[src/rtl/load_lsu.sv]
// Byte-banked load unit: splits a byte/half/word load across four 8-bit banks
// and returns the sign/zero-extended result. Define LOAD_LSU_MISALIGN_TRAP_EN to flag misaligned loads instead of servicing them.
module load_lsu (
    input  logic        i_clk,
    input  logic        i_reset,
    input  logic        i_ld_req,
    output logic        o_ld_ready,
    input  logic [31:0] i_lsu_addr,
    input  logic [2:0]  i_bmask,
    input  logic        i_ld_unsigned,
    output logic [14:0] o_addr_even_1,
    output logic [14:0] o_addr_even_2,
    output logic [14:0] o_addr_odd_1,
    output logic [14:0] o_addr_odd_2,
    output logic        o_re_even_1,
    output logic        o_re_even_2,
    output logic        o_re_odd_1,
    output logic        o_re_odd_2,
    input  logic [7:0]  i_rdata_even_1,
    input  logic [7:0]  i_rdata_even_2,
    input  logic [7:0]  i_rdata_odd_1,
    input  logic [7:0]  i_rdata_odd_2,
    output logic [31:0] o_ld_data,
    output logic        o_ld_valid,
    input  logic        i_ld_ack,
    output logic        o_ld_misaligned
);

    typedef enum logic [1:0] {
        ST_IDLE = 2'd0,
        ST_READ = 2'd1,
        ST_RESP = 2'd2
    } state_t;

    state_t      state_reg;
    state_t      state_next;

    logic [15:0] addr_reg;
    logic [2:0]  bmask_reg;
    logic        unsigned_reg;

    logic [31:0] ld_data_reg;
    logic [31:0] ld_data_next;
    logic        ld_valid_reg;
    logic        ld_misaligned_reg;

    logic        accept;
    logic        read_active;
    logic        is_byte;
    logic        is_half;
    logic        is_word;
    logic        misalign_hit;
    logic [3:0]  lane_need;

    logic [14:0] idx_0;
    logic [14:0] idx_1;
    logic [14:0] idx_2;

    // Bank order everywhere below: 0 = even_1, 1 = odd_1, 2 = even_2, 3 = odd_2
    logic [14:0] bank_idx   [4];
    logic [7:0]  bank_rdata [4];
    logic [3:0]  bank_re;
    logic [7:0]  lane_byte  [4];

    logic        unused_addr_hi;
    assign unused_addr_hi = ^i_lsu_addr[31:16];

    assign o_ld_ready  = (state_reg == ST_IDLE);
    assign accept      = (state_reg == ST_IDLE) && i_ld_req;
    assign read_active = (state_reg == ST_READ);

    always_ff @(posedge i_clk or negedge i_reset) begin
        if (!i_reset) begin
            state_reg <= ST_IDLE;
        end else begin
            state_reg <= state_next;
        end
    end

    always_comb begin
        state_next = state_reg;
        case (state_reg)
            ST_IDLE: if (i_ld_req) state_next = ST_READ;
            ST_READ: state_next = ST_RESP;
            ST_RESP: if (i_ld_ack) state_next = ST_IDLE;
            default: state_next = ST_IDLE;
        endcase
    end

    always_ff @(posedge i_clk or negedge i_reset) begin
        if (!i_reset) begin
            addr_reg     <= '0;
            bmask_reg    <= '0;
            unsigned_reg <= 1'b0;
        end else if (accept) begin
            addr_reg     <= i_lsu_addr[15:0];
            bmask_reg    <= i_bmask;
            unsigned_reg <= i_ld_unsigned;
        end
    end

    assign is_byte = (bmask_reg == 3'b001);
    assign is_half = (bmask_reg == 3'b010);
    assign is_word = (bmask_reg == 3'b100);

`ifdef LOAD_LSU_MISALIGN_TRAP_EN
    assign misalign_hit = (is_half && addr_reg[0]) || (is_word && (addr_reg[1:0] != 2'b00));
`else
    assign misalign_hit = 1'b0;
`endif

    // Lanes are numbered by result byte position, not by bank
    always_comb begin
        lane_need = 4'b0000;
        if (!misalign_hit) begin
            if (is_byte)      lane_need = 4'b0001;
            else if (is_half) lane_need = 4'b0011;
            else if (is_word) lane_need = 4'b1111;
        end
    end

    assign idx_0 = addr_reg[15:1];
    assign idx_1 = idx_0 + 15'd1;
    assign idx_2 = idx_0 + 15'd2;

    assign bank_idx[0] = addr_reg[0] ? idx_1 : idx_0;
    assign bank_idx[1] = idx_0;
    assign bank_idx[2] = addr_reg[0] ? idx_2 : idx_1;
    assign bank_idx[3] = idx_1;

    assign bank_rdata[0] = i_rdata_even_1;
    assign bank_rdata[1] = i_rdata_odd_1;
    assign bank_rdata[2] = i_rdata_even_2;
    assign bank_rdata[3] = i_rdata_odd_2;

    // An odd start address swaps even/odd within each pair of banks
    generate
        for (genvar gi = 0; gi < 4; gi++) begin : g_lane
            localparam int PAIR = gi ^ 1;
            assign lane_byte[gi] = addr_reg[0] ? bank_rdata[PAIR] : bank_rdata[gi];
            assign bank_re[gi]   = read_active && (addr_reg[0] ? lane_need[PAIR] : lane_need[gi]);
        end
    endgenerate

    assign o_re_even_1 = bank_re[0];
    assign o_re_odd_1  = bank_re[1];
    assign o_re_even_2 = bank_re[2];
    assign o_re_odd_2  = bank_re[3];

    assign o_addr_even_1 = read_active ? bank_idx[0] : '0;
    assign o_addr_odd_1  = read_active ? bank_idx[1] : '0;
    assign o_addr_even_2 = read_active ? bank_idx[2] : '0;
    assign o_addr_odd_2  = read_active ? bank_idx[3] : '0;

    always_comb begin
        ld_data_next = '0;
        if (!misalign_hit) begin
            if (is_byte) begin
                ld_data_next = {{24{~unsigned_reg & lane_byte[0][7]}}, lane_byte[0]};
            end else if (is_half) begin
                ld_data_next = {{16{~unsigned_reg & lane_byte[1][7]}}, lane_byte[1], lane_byte[0]};
            end else if (is_word) begin
                ld_data_next = {lane_byte[3], lane_byte[2], lane_byte[1], lane_byte[0]};
            end
        end
    end

    // Result is captured on the READ->RESP edge and held until acknowledged
    always_ff @(posedge i_clk or negedge i_reset) begin
        if (!i_reset) begin
            ld_data_reg       <= '0;
            ld_valid_reg      <= 1'b0;
            ld_misaligned_reg <= 1'b0;
        end else if (read_active) begin
            ld_data_reg       <= ld_data_next;
            ld_valid_reg      <= 1'b1;
            ld_misaligned_reg <= misalign_hit;
        end else if ((state_reg == ST_RESP) && i_ld_ack) begin
            ld_valid_reg      <= 1'b0;
            ld_misaligned_reg <= 1'b0;
        end
    end

    assign o_ld_data       = ld_data_reg;
    assign o_ld_valid      = ld_valid_reg;
    assign o_ld_misaligned = ld_misaligned_reg;

endmodule
[config.mk]
export PLATFORM = sky130hd
export DESIGN_NAME = load_lsu
export DESIGN_NICKNAME = d
export VERILOG_FILES = /design/src/rtl/load_lsu.sv
export SDC_FILE = /design/constraint.sdc
export NUM_CORES = 1
export LEC_CHECK = 0
export CELL_PAD_IN_SITES_DETAIL_PLACEMENT = 0
export CELL_PAD_IN_SITES_GLOBAL_PLACEMENT = 1
export CORE_MARGIN = 5
export CORE_UTILIZATION = 32
export CTS_BUF_LIST = sky130_fd_sc_hd__clkbuf_8 sky130_fd_sc_hd__clkbuf_16
export CTS_CLUSTER_DIAMETER = 60
export DETAILED_ROUTE_END_ITERATION = 16
export PLACE_DENSITY = 0.9
export SLEW_MARGIN = 0
export SYNTH_ARGS = -nofsm -noshare
export SYNTH_HDL_FRONTEND = slang
export SYNTH_SLANG_ARGS = --single-unit
[constraint.sdc]
create_clock -name i_clk -period 3.2 [get_ports i_clk]
set_input_delay 0.64 -clock i_clk [delete_from_list [all_inputs] [get_ports i_clk]]
set_output_delay 0.64 -clock i_clk [all_outputs]
set_load 0.02 [all_outputs]
# Word-level counts from Yosys, hierarchy flattened
# Cells that the tools add are included.
dict set report op_classes {
  addsub 2
  eq_ne 7
  n_mux 26
  n_bitwise 3
  reduce_logical 9
}
# operator count
set ops {}
lappend ops {{32-bit two-way mux} 3}
lappend ops {{15-bit two-way mux} 6}
lappend ops {{8-bit two-way mux} 4}
lappend ops {{15-bit by 1-bit adder with 15-bit output, second input constant} 1}
lappend ops {{15-bit by 2-bit adder with 15-bit output, second input constant} 1}
lappend ops {{4-bit two-way mux} 3}
lappend ops {{1-bit two-way mux} 7}
lappend ops {{1-bit logical AND} 6}
lappend ops {{2-bit one-hot mux with 3 select lines} 1}
lappend ops {{2-bit two-way mux} 2}
lappend ops {{2-bit != test, second input constant} 2}
lappend ops {{3-bit by 1-bit == test with 1-bit output, second input constant} 1}
lappend ops {{3-bit by 2-bit == test with 1-bit output, second input constant} 1}
lappend ops {{3-bit == test, second input constant} 1}
lappend ops {{1-bit AND} 2}
lappend ops {{2-bit by 1-bit == test with 1-bit output, second input constant} 1}
lappend ops {{2-bit == test, second input constant} 1}
lappend ops {{2-bit zero test} 1}
lappend ops {{2-bit AND reduction} 1}
lappend ops {{2-bit nonzero test} 1}
lappend ops {{1-bit NOT} 1}
dict set report word_totals {
  regBits 56
  inputBits 72
  word_cells 54
}

# Depth between registers and ports, before layout
# Gate-level depths: netlist (run 1).
dict set report logic_depth {
  depth_word 6
  mapped_depth 6
  ltp_nobuf 5
}

# Worst setup path after synthesis (run 1)
# Ideal clock, no wire load.
dict set report synth_timing {
  kind {register to output}
  start {register addr_reg[2]}
  end {output port o_addr_even_2[10]}
  arrival_ns 1.965
  t_required_ns 2.560
  path_slack_ns 0.595
  path_stages_with_launch 6
  path_buffers 0
  path_cell_list {dfrtp_1 > ha_1 > nand3_1 > or3_1 > a21oi_1 > mux2i_1}
}
dict set report synth_between {
  elab_chain_cells 3
  elab_cells_between_ends 4
  cone_classes {add/sub (2); mux (2)}
}
# element line_no
set synth_lines {}
lappend synth_lines {{start: declaration} 38} ;# logic [15:0] addr_reg;
lappend synth_lines {{start signal: assignment} 96} ;# addr_reg <= i_lsu_addr[15:0];
lappend synth_lines {{15-bit by 1-bit adder with 15-bit output / 15-bit by 2-bit adder with 15-bit output (equally long branches)} {123, 124}}
lappend synth_lines {{15-bit two-way mux (*)} 128} ;# assign bank_idx[2] = addr_reg[0] ? idx_2 : idx_1;
lappend synth_lines {{15-bit two-way mux (*)} 152} ;# assign o_addr_even_2 = read_active ? bank_idx[2] : '0;
lappend synth_lines {{end: declaration} 12} ;# output logic [14:0] o_addr_even_2,
# Mark *: on every way between the ends. The rest lies on a longest branch, timed or not.

# Worst setup path in the final report (run 1)
dict set report layout_timing {
  start {register addr_reg[2]}
  end {output port o_addr_even_2[7]}
}
# The elaborated chain is that of the path after synthesis.

==> impl_results.md, run 1 <==
- H-tree depth: 2
- Critical path's top delay family: buffers and inverters
- Final Cycle Share: a little over nine tenths
- Max reg flops: 32
- Die Area: around 13000 sq um
- Cell Chain, Critical Path: buf_4 -> ha_2 -> o2111ai_2 -> or3_1 -> a21oi_1 -> clkdlybuf4s50_1
- Clk_lat worst skew: about 0.31 ns
- TNS Setup: 0 ns
- Data arrival time of the critical path: roughly 2.4 ns
- TritonCTS Buffers: 5
- Buf/Inv on CP: 2
- Power Total: approximately 5.3 mW
- FP Rows: 38
- First-pass GRT wire length: about 18000 microns
- Vias/cell: 4.98
- HP Class: in -> async
- Clock Root Buffer: clkbuf_8
- Flops & latches, synth: 55
- All-layer global routing usage: between 10% and 20%
- Post-synthesis sequential area ratio: between 30% and 40%
- R2R Path Start: addr_reg[0]
- Core Area: 10900 sq um
- Yosys warning count: 0
- Fin. max-slew vios: 0
- Largest net degree at the start of global routing: 37
- Final hold viol count: 0
- Largest stage delay on the critical path: slightly above 0.6 ns
- Hold slack final: approximately 0.26 ns
- Clock tree buffer depth: 2
- Post-route ant nets: 0
- Detailed Place HPWL: 8870 microns
- CP startpoint kind: flip-flop
- Clk slew on worst S/H paths: around 0.11 ns
- Drt total wl: 11400 microns
- Mapped Area: 3570 sq um
- Distinct cells, synth: 37
- Vias in the first global route: 3438
- Wire per inst: roughly 17 microns
- Fin area: between 5000 and 6000 sq um
- Clk sinks: 55
- Critical R2R Capture: o_ld_data[26]
- RSZ-0062 raised after global routing: false
- Gpl congestion: slightly above 0.8
- # IOs: roughly 170
- Nets@finish: about 610
- Initial antenna violation count: 0
- Slew margin rel.: 63.2%
- DRC viols: 0
- Dpl cells: ~670
- Post-Synthesis Cells: between 300 and 400
- Initial Util: 32.8%
- GR Overflow Total: 0
- Placed cell area: about 5300 sq um
- Worst path required time: 2.56 ns
- Die width: 116 microns
- Post-route minimum period: around 3.0 ns
- Worst setup EP type: primary output
- Drt first pass iters: 4
- Layout Utilization: about half
- Diode count: 0
- Vias: 3354
- CP Max Fanout: 7
- Syn Area/Cell: between 9 and 10 sq um
- Pre-CTS setup slack: around 0.28 ns
- Post-Layout Cell Count: ~670
- PortBufs: ~150
- Crit-path slowest cell: clkdlybuf4s50_1
- Post-layout worst setup margin: between 0.15 and 0.2 ns
- Critical path class: reg -> out
- Power Density: 982 nW/um^2
- Max IR drop VDD: 0.480 mV
- Worst Reg-to-Reg Cells: 6
- Area grow syn2layout: 51.5%
- R2R Setup Slk: ~0.80 ns
- Max frequency: ~330 MHz
- Leakage power: between 2 and 2.5 nW
- Die Y: 116 microns
- Final setup viols: 0
- Clock Skews: 0.0133 ns
- Outcome: finished, final reports clean
- Max Cap Violations: 0
- Iter 0 DRT Violations: between 150 and 200
- Least-Margin Pin Slew: about 0.55 ns
- Layout cells sized above 1: between 10% and 20%
- CTS tree: done
- Mapped Nets: around 460
## power by group
part / internal (mW) / total, mW / switching (mW) / leakage [nW]
sequential: 1.05 / 1.37 / 0.314 / 0.654
combinational: 1.69 / 3.53 / 1.84 / 1.58
clock: 0.175 / 0.417 / 0.242 / 0.0526
total: 2.92 / 5.32 / 2.40 / 2.28
## area by class of cell
type,instances,area [sq um]
inverter,7,26.3
clock inverter,2,12.5
fill,1029,5480
sequential,55,1380
clock buffer,6,82.6
timing repair buffer,172,1700
multi-input combinational,292,2040
tap,140,175
## layer usage
| metal | up-vias | wire, microns | GRT usage, % |
|---|---|---|---|
| met3 | 11 | 697 | 3.50 |
| met5 | - | 0 | 0 |
| li1 | 1626 | - | - |
| met2 | 94 | 5730 | 29.0 |
| met1 | 1623 | 4830 | 22.4 |
| met4 | 0 | 166 | 3.56 |
## synth_stat cells, drive strengths merged
cell     instances  area share [%]
nand3            5            0.70
inv              7            0.74
nand2b           9             1.6
ha               2            0.70
nand4            7             1.2
a21o             2            0.42
conb             1            0.11
buf             13             2.2
nor3             7            0.98
dfrtp           55              39
o22a            24             6.2
o21bai           1            0.53
nor2            64             6.7
xor2            11             2.7
nor2b            2            0.35
and2            13             2.3
clkbuf          20             2.1
and3             2            0.35
or4b             1            0.28
nor4             1            0.18
or3b             1            0.32
o31ai            1            0.60
and4             2            0.49
o21ai           15             2.1
a211oi           1            0.21
a21oi           12             1.7
xnor2           11             2.7
o2111ai          1            0.25
nand2           23             2.4
or3              6             1.1
or2              1            0.18
mux2            19             6.0
mux2i           47              13
## placed cells by master (no fill, tap or decap), types with 12 or more instances in the layout
master / netlist / layout
clkdlybuf4s50_1: 0 / 140
nor2_1: 64 / 64
o22a_1: 15 / 15
dfrtp_1: 55 / 50
and2_1: 13 / 13
nand2_1: 23 / 23
mux2i_1: 47 / 47
o21ai_0: 15 / 15
buf_4: 2 / 19
a21oi_1: 12 / 12
mux2_2: 19 / 19
## worst register-to-register path: stages (launching register included)
cell,delay (ns)
dfrtp_2,0.39
buf_4,0.20
buf_4,0.49
mux2i_1,0.26
o31ai_4,0.43
o21bai_4,0.34
o22a_2,0.23
## worst max-delay path by stage
stage,end,slack [ns],startpoint,cells past startpoint
2_1_floorplan,o_addr_even_2[10],0.60,addr_reg[2],5
3_3_place_gp,o_addr_odd_2[7],0.33,addr_reg[3],5
3_5_place_dp,o_addr_even_2[7],0.28,addr_reg[3],5
4_1_cts,o_addr_odd_2[7],0.01,addr_reg[2],6
5_1_grt,o_addr_even_2[7],0.01,addr_reg[2],6
6_report,o_addr_even_2[7],0.16,addr_reg[2],6
## cells by family (layout without fill, tap and decap cells)
family                   count (synthesis)  in the layout  synth area share, %
multiplexers                            66             66                 19.2
buffers and inverters                   40            187                 5.01
other                                    1              1                0.105
XOR/XNOR                                22             22                 5.40
adder cells (fa/ha/maj)                  2              2                0.701
AND/OR/NAND/NOR                        144            144                 19.1
AO/OA/AOI/OAI                           57             57                 12.0
flip-flops                              55             55                 38.5
## what timing repair did
item                       4_1_cts  5_1_grt
pin swaps                        0        1
setup endpoints to repair        4       14
buffers inserted                 0        1
hold buffers                     0        0
gates resized for setup          3       16
Power figures use the tool's default switching activity.
==> run 2, diff against run 1 <==
Settings changed: CTS_CLUSTER_SIZE set to 16.
==> results of run 2 <==
Final layout, timing and power as in run 1 (identical DEF).
==> run 3, diff against run 2 <==
Settings changed: ABC_CLOCK_PERIOD_IN_PS set to 2800, CORE_UTILIZATION 32 to 30, PLACE_DENSITY 0.9 to 0.86, SKIP_LAST_GASP set to 1.
Clock period 3.2 ns to 2.8 ns, I/O delays scaled along.
==> run 3 against run 2 <==
Effect of this change:
- the flow now finishes with violations (negative setup slack)
- clock power grew 48%
- first-iteration DRC count rose by 1.2%
- hold slack improved by 0.085 ns
- via count is 0.66% higher
- critical path depth unchanged
- worst setup slack lost 0.18 ns
- combinational power increased by 18%
- sequential power grew 11%
- die area grew 6.1%
- design area is 2.0% higher
- wire length grew 1.7%
==> impl_results.md, run 3 (synthesis gave the netlist of run 1 again) <==
- Outcome: finished, violations left
- Failing checks: negative setup slack
- Critical path depth in cells: 6 (unchanged)
- Clock tree buffer depth: 2 (unchanged)
- CP startpoint kind: flip-flop
- H-tree depth: 2 (unchanged)
- Core Area: 11600 sq um (+6.2%)
- Layout cells sized above 1: 16.4% (+3.5 points)
- Commonest non-fill, non-tap cell in the layout: clkdlybuf4s50_1
- Slew margin rel.: 47.7% (-16 points)
- Power Total: 6.32 mW (+19%)
- Clk slew on worst S/H paths: 0.08 ns (-0.03 ns)
- Max Cap Violations: 0 (unchanged)
- Fin. max-slew vios: 0 (unchanged)
- Power Density: 1140 nW/um^2 (+17%)
- RSZ-0062 raised after global routing: true
- Vias: 3376 (+0.66%)
- Fin area: 5520 sq um (+2.0%)
- Least-Margin Pin Slew: 0.785 ns (+0.233 ns)
- Layout Utilization: 47.7% (-2.0 points)
- Vias/cell: 4.89 (-1.8%)
- Diode count: 0 (unchanged)
- First-pass GRT wire length: 18300 microns (+0.76%)
- Drt first pass iters: 4 (unchanged)
- Final hold viol count: 0 (unchanged)
- Worst Reg-to-Reg Cells: 6 (unchanged)
- Final Cycle Share: 101%
- Max reg flops: 32 (unchanged)
- Pre-CTS setup slack: 0.0692 ns (-0.216 ns)
- Clk_lat worst skew: 0.29 ns (-0.02 ns)
- Detailed Place HPWL: 9080 microns (+2.4%)
- Largest net degree at the start of global routing: 33 (-11%)
- Crit-path slowest cell: clkdlybuf4s50_1
- All-layer global routing usage: 15.7% (-1.2 points)
- CTS hold repair buffers: 0 (unchanged)
- Met3 Usage GRT: 4.17% (+0.67 points)
- Max IR drop VDD: 0.569 mV (+19%)
- Post-route minimum period: ~2.8 ns
- GR Util met2: 27.3% (-1.7 points)
- Placed cell area: 5370 sq um (+2.0%)
- Nets@finish: 622 (+2.5%)
- TNS Setup: -0.0249 ns (-0.0249 ns)
- Vias in the first global route: 3500 (+1.8%)
- Critical path class: reg -> out
- Largest stage delay on the critical path: 0.62 ns (about the same)
- Data arrival time of the critical path: 2.26 ns (-0.14 ns)
- Routing usage on met1: 19.8% (-2.6 points)
- Post-route ant nets: 0 (unchanged)
- Clock Skews: 0.00972 ns (-0.00358 ns)
- Post-layout worst setup margin: -0.0249 ns (-0.184 ns)
- Initial Util: 30.9% (-1.9 points)
- Iter 0 DRT Violations: 170 (+1.2%)
- Buf/Inv on CP: 2 (unchanged)
- Critical path's top delay family: buffers and inverters
- # IOs: 171 (unchanged)
- PortBufs: 153 (unchanged)
- FP Rows: 39 (+2.6%)
- Leakage power: 2.40 nW (+5.2%)
- Clk sinks: 55 (unchanged)
- Worst path required time: 2.24 ns (-0.32 ns)
- Drt total wl: 11600 microns (+1.7%)
- Max frequency: ~350 MHz
- Wire per inst: 16.8 microns (-0.80%)
- Gpl congestion: 0.826 (+0.63%)
- DRC viols: 0 (unchanged)
- CTS tree: done
- Most frequent cells in the layout: clkdlybuf4s50_1 (119), nor2_1 (64), dfrtp_1 (53)
- Die Area: 14200 sq um (+6.1%)
- Area grow syn2layout: 54.6%
- Die Y: 119 microns (+3.0%)
- HP Class: in -> async
- TritonCTS Buffers: 5 (unchanged)
- Clock Root Buffer: clkbuf_16
- CP Max Fanout: 8 (+1)
- Die width: 119 microns (+3.0%)
- Worst setup EP type: primary output
- GR peak layer: met2
- Cell Chain, Critical Path: buf_4 -> nand4_1 -> nor4_2 -> xnor2_1 -> nor2_1 -> clkdlybuf4s50_1
- Final setup viols: 1 (+1)
- GR Overflow Total: 0 (unchanged)
- Initial antenna violation count: 0 (unchanged)
[run 3: metal layers]
layer / wire [microns] / part of all wire, %
met5: 0 / 0
met4: 56 / 0.48
met3: 779 / 6.7
met2: 5760 / 50
met1: 5020 / 43
[run 3: worst reg2reg max path, delay by kind of cell, from the launching register on]
family          cells  cell delay, ns
compound gates      3            0.98
buf+inv             2            0.62
flops               1            0.42
mux                 1            0.26
[run 3: power breakdown]
group	leakage [nW]	switching (mW)	internal [mW]	total, mW
Combinational	1.68	2.20	1.98	4.18
Sequential	0.657	0.323	1.20	1.52
Clock	0.0703	0.286	0.332	0.618
[run 3: path summary, 6_finish.rpt]
kind | slack, ns | to | start
worst min register to register | 0.49 | o_ld_data[6] | o_ld_data[6]
max in group asynchronous | 1.68 | addr_reg[11] | i_reset
min in group i_clk | 0.49 | o_ld_data[6] | o_ld_data[6]
worst max register to register | 0.47 | o_ld_data[23] | addr_reg[0]
worst min-delay path | 0.34 | state_reg[0] | i_reset
worst max-delay path | -0.02 | o_addr_even_2[12] | addr_reg[6]
[run 3: stage by stage]
| stage | std cells | hold WS, ns |
|---|---|---|
| after global routing | 691 | 0.408 |
| after floorplan | 387 | 0.264 |
| after detailed placement | 681 | 0.474 |
| final | 691 | 0.345 |
| after global placement | 681 | 0.472 |
| after CTS | 688 | 0.369 |
[run 3: layout make-up]
type	count	area, sq um
Clock buffer	5	125
Clock inverter	2	17.5
Fill cell	1114	6040
Inverter	7	26.3
Multi-Input combinational cell	293	2050
Sequential cell	55	1380
Tap cell	143	179
Timing Repair Buffer	186	1740
[run 3: what timing repair did]
item,4_1_cts,5_1_grt
hold endpoints to repair,0,0
pin swaps,0,1
endpoints found under the setup margin,27,29
setup buffers,0,2
gates cloned,0,1
resized for setup,27,29
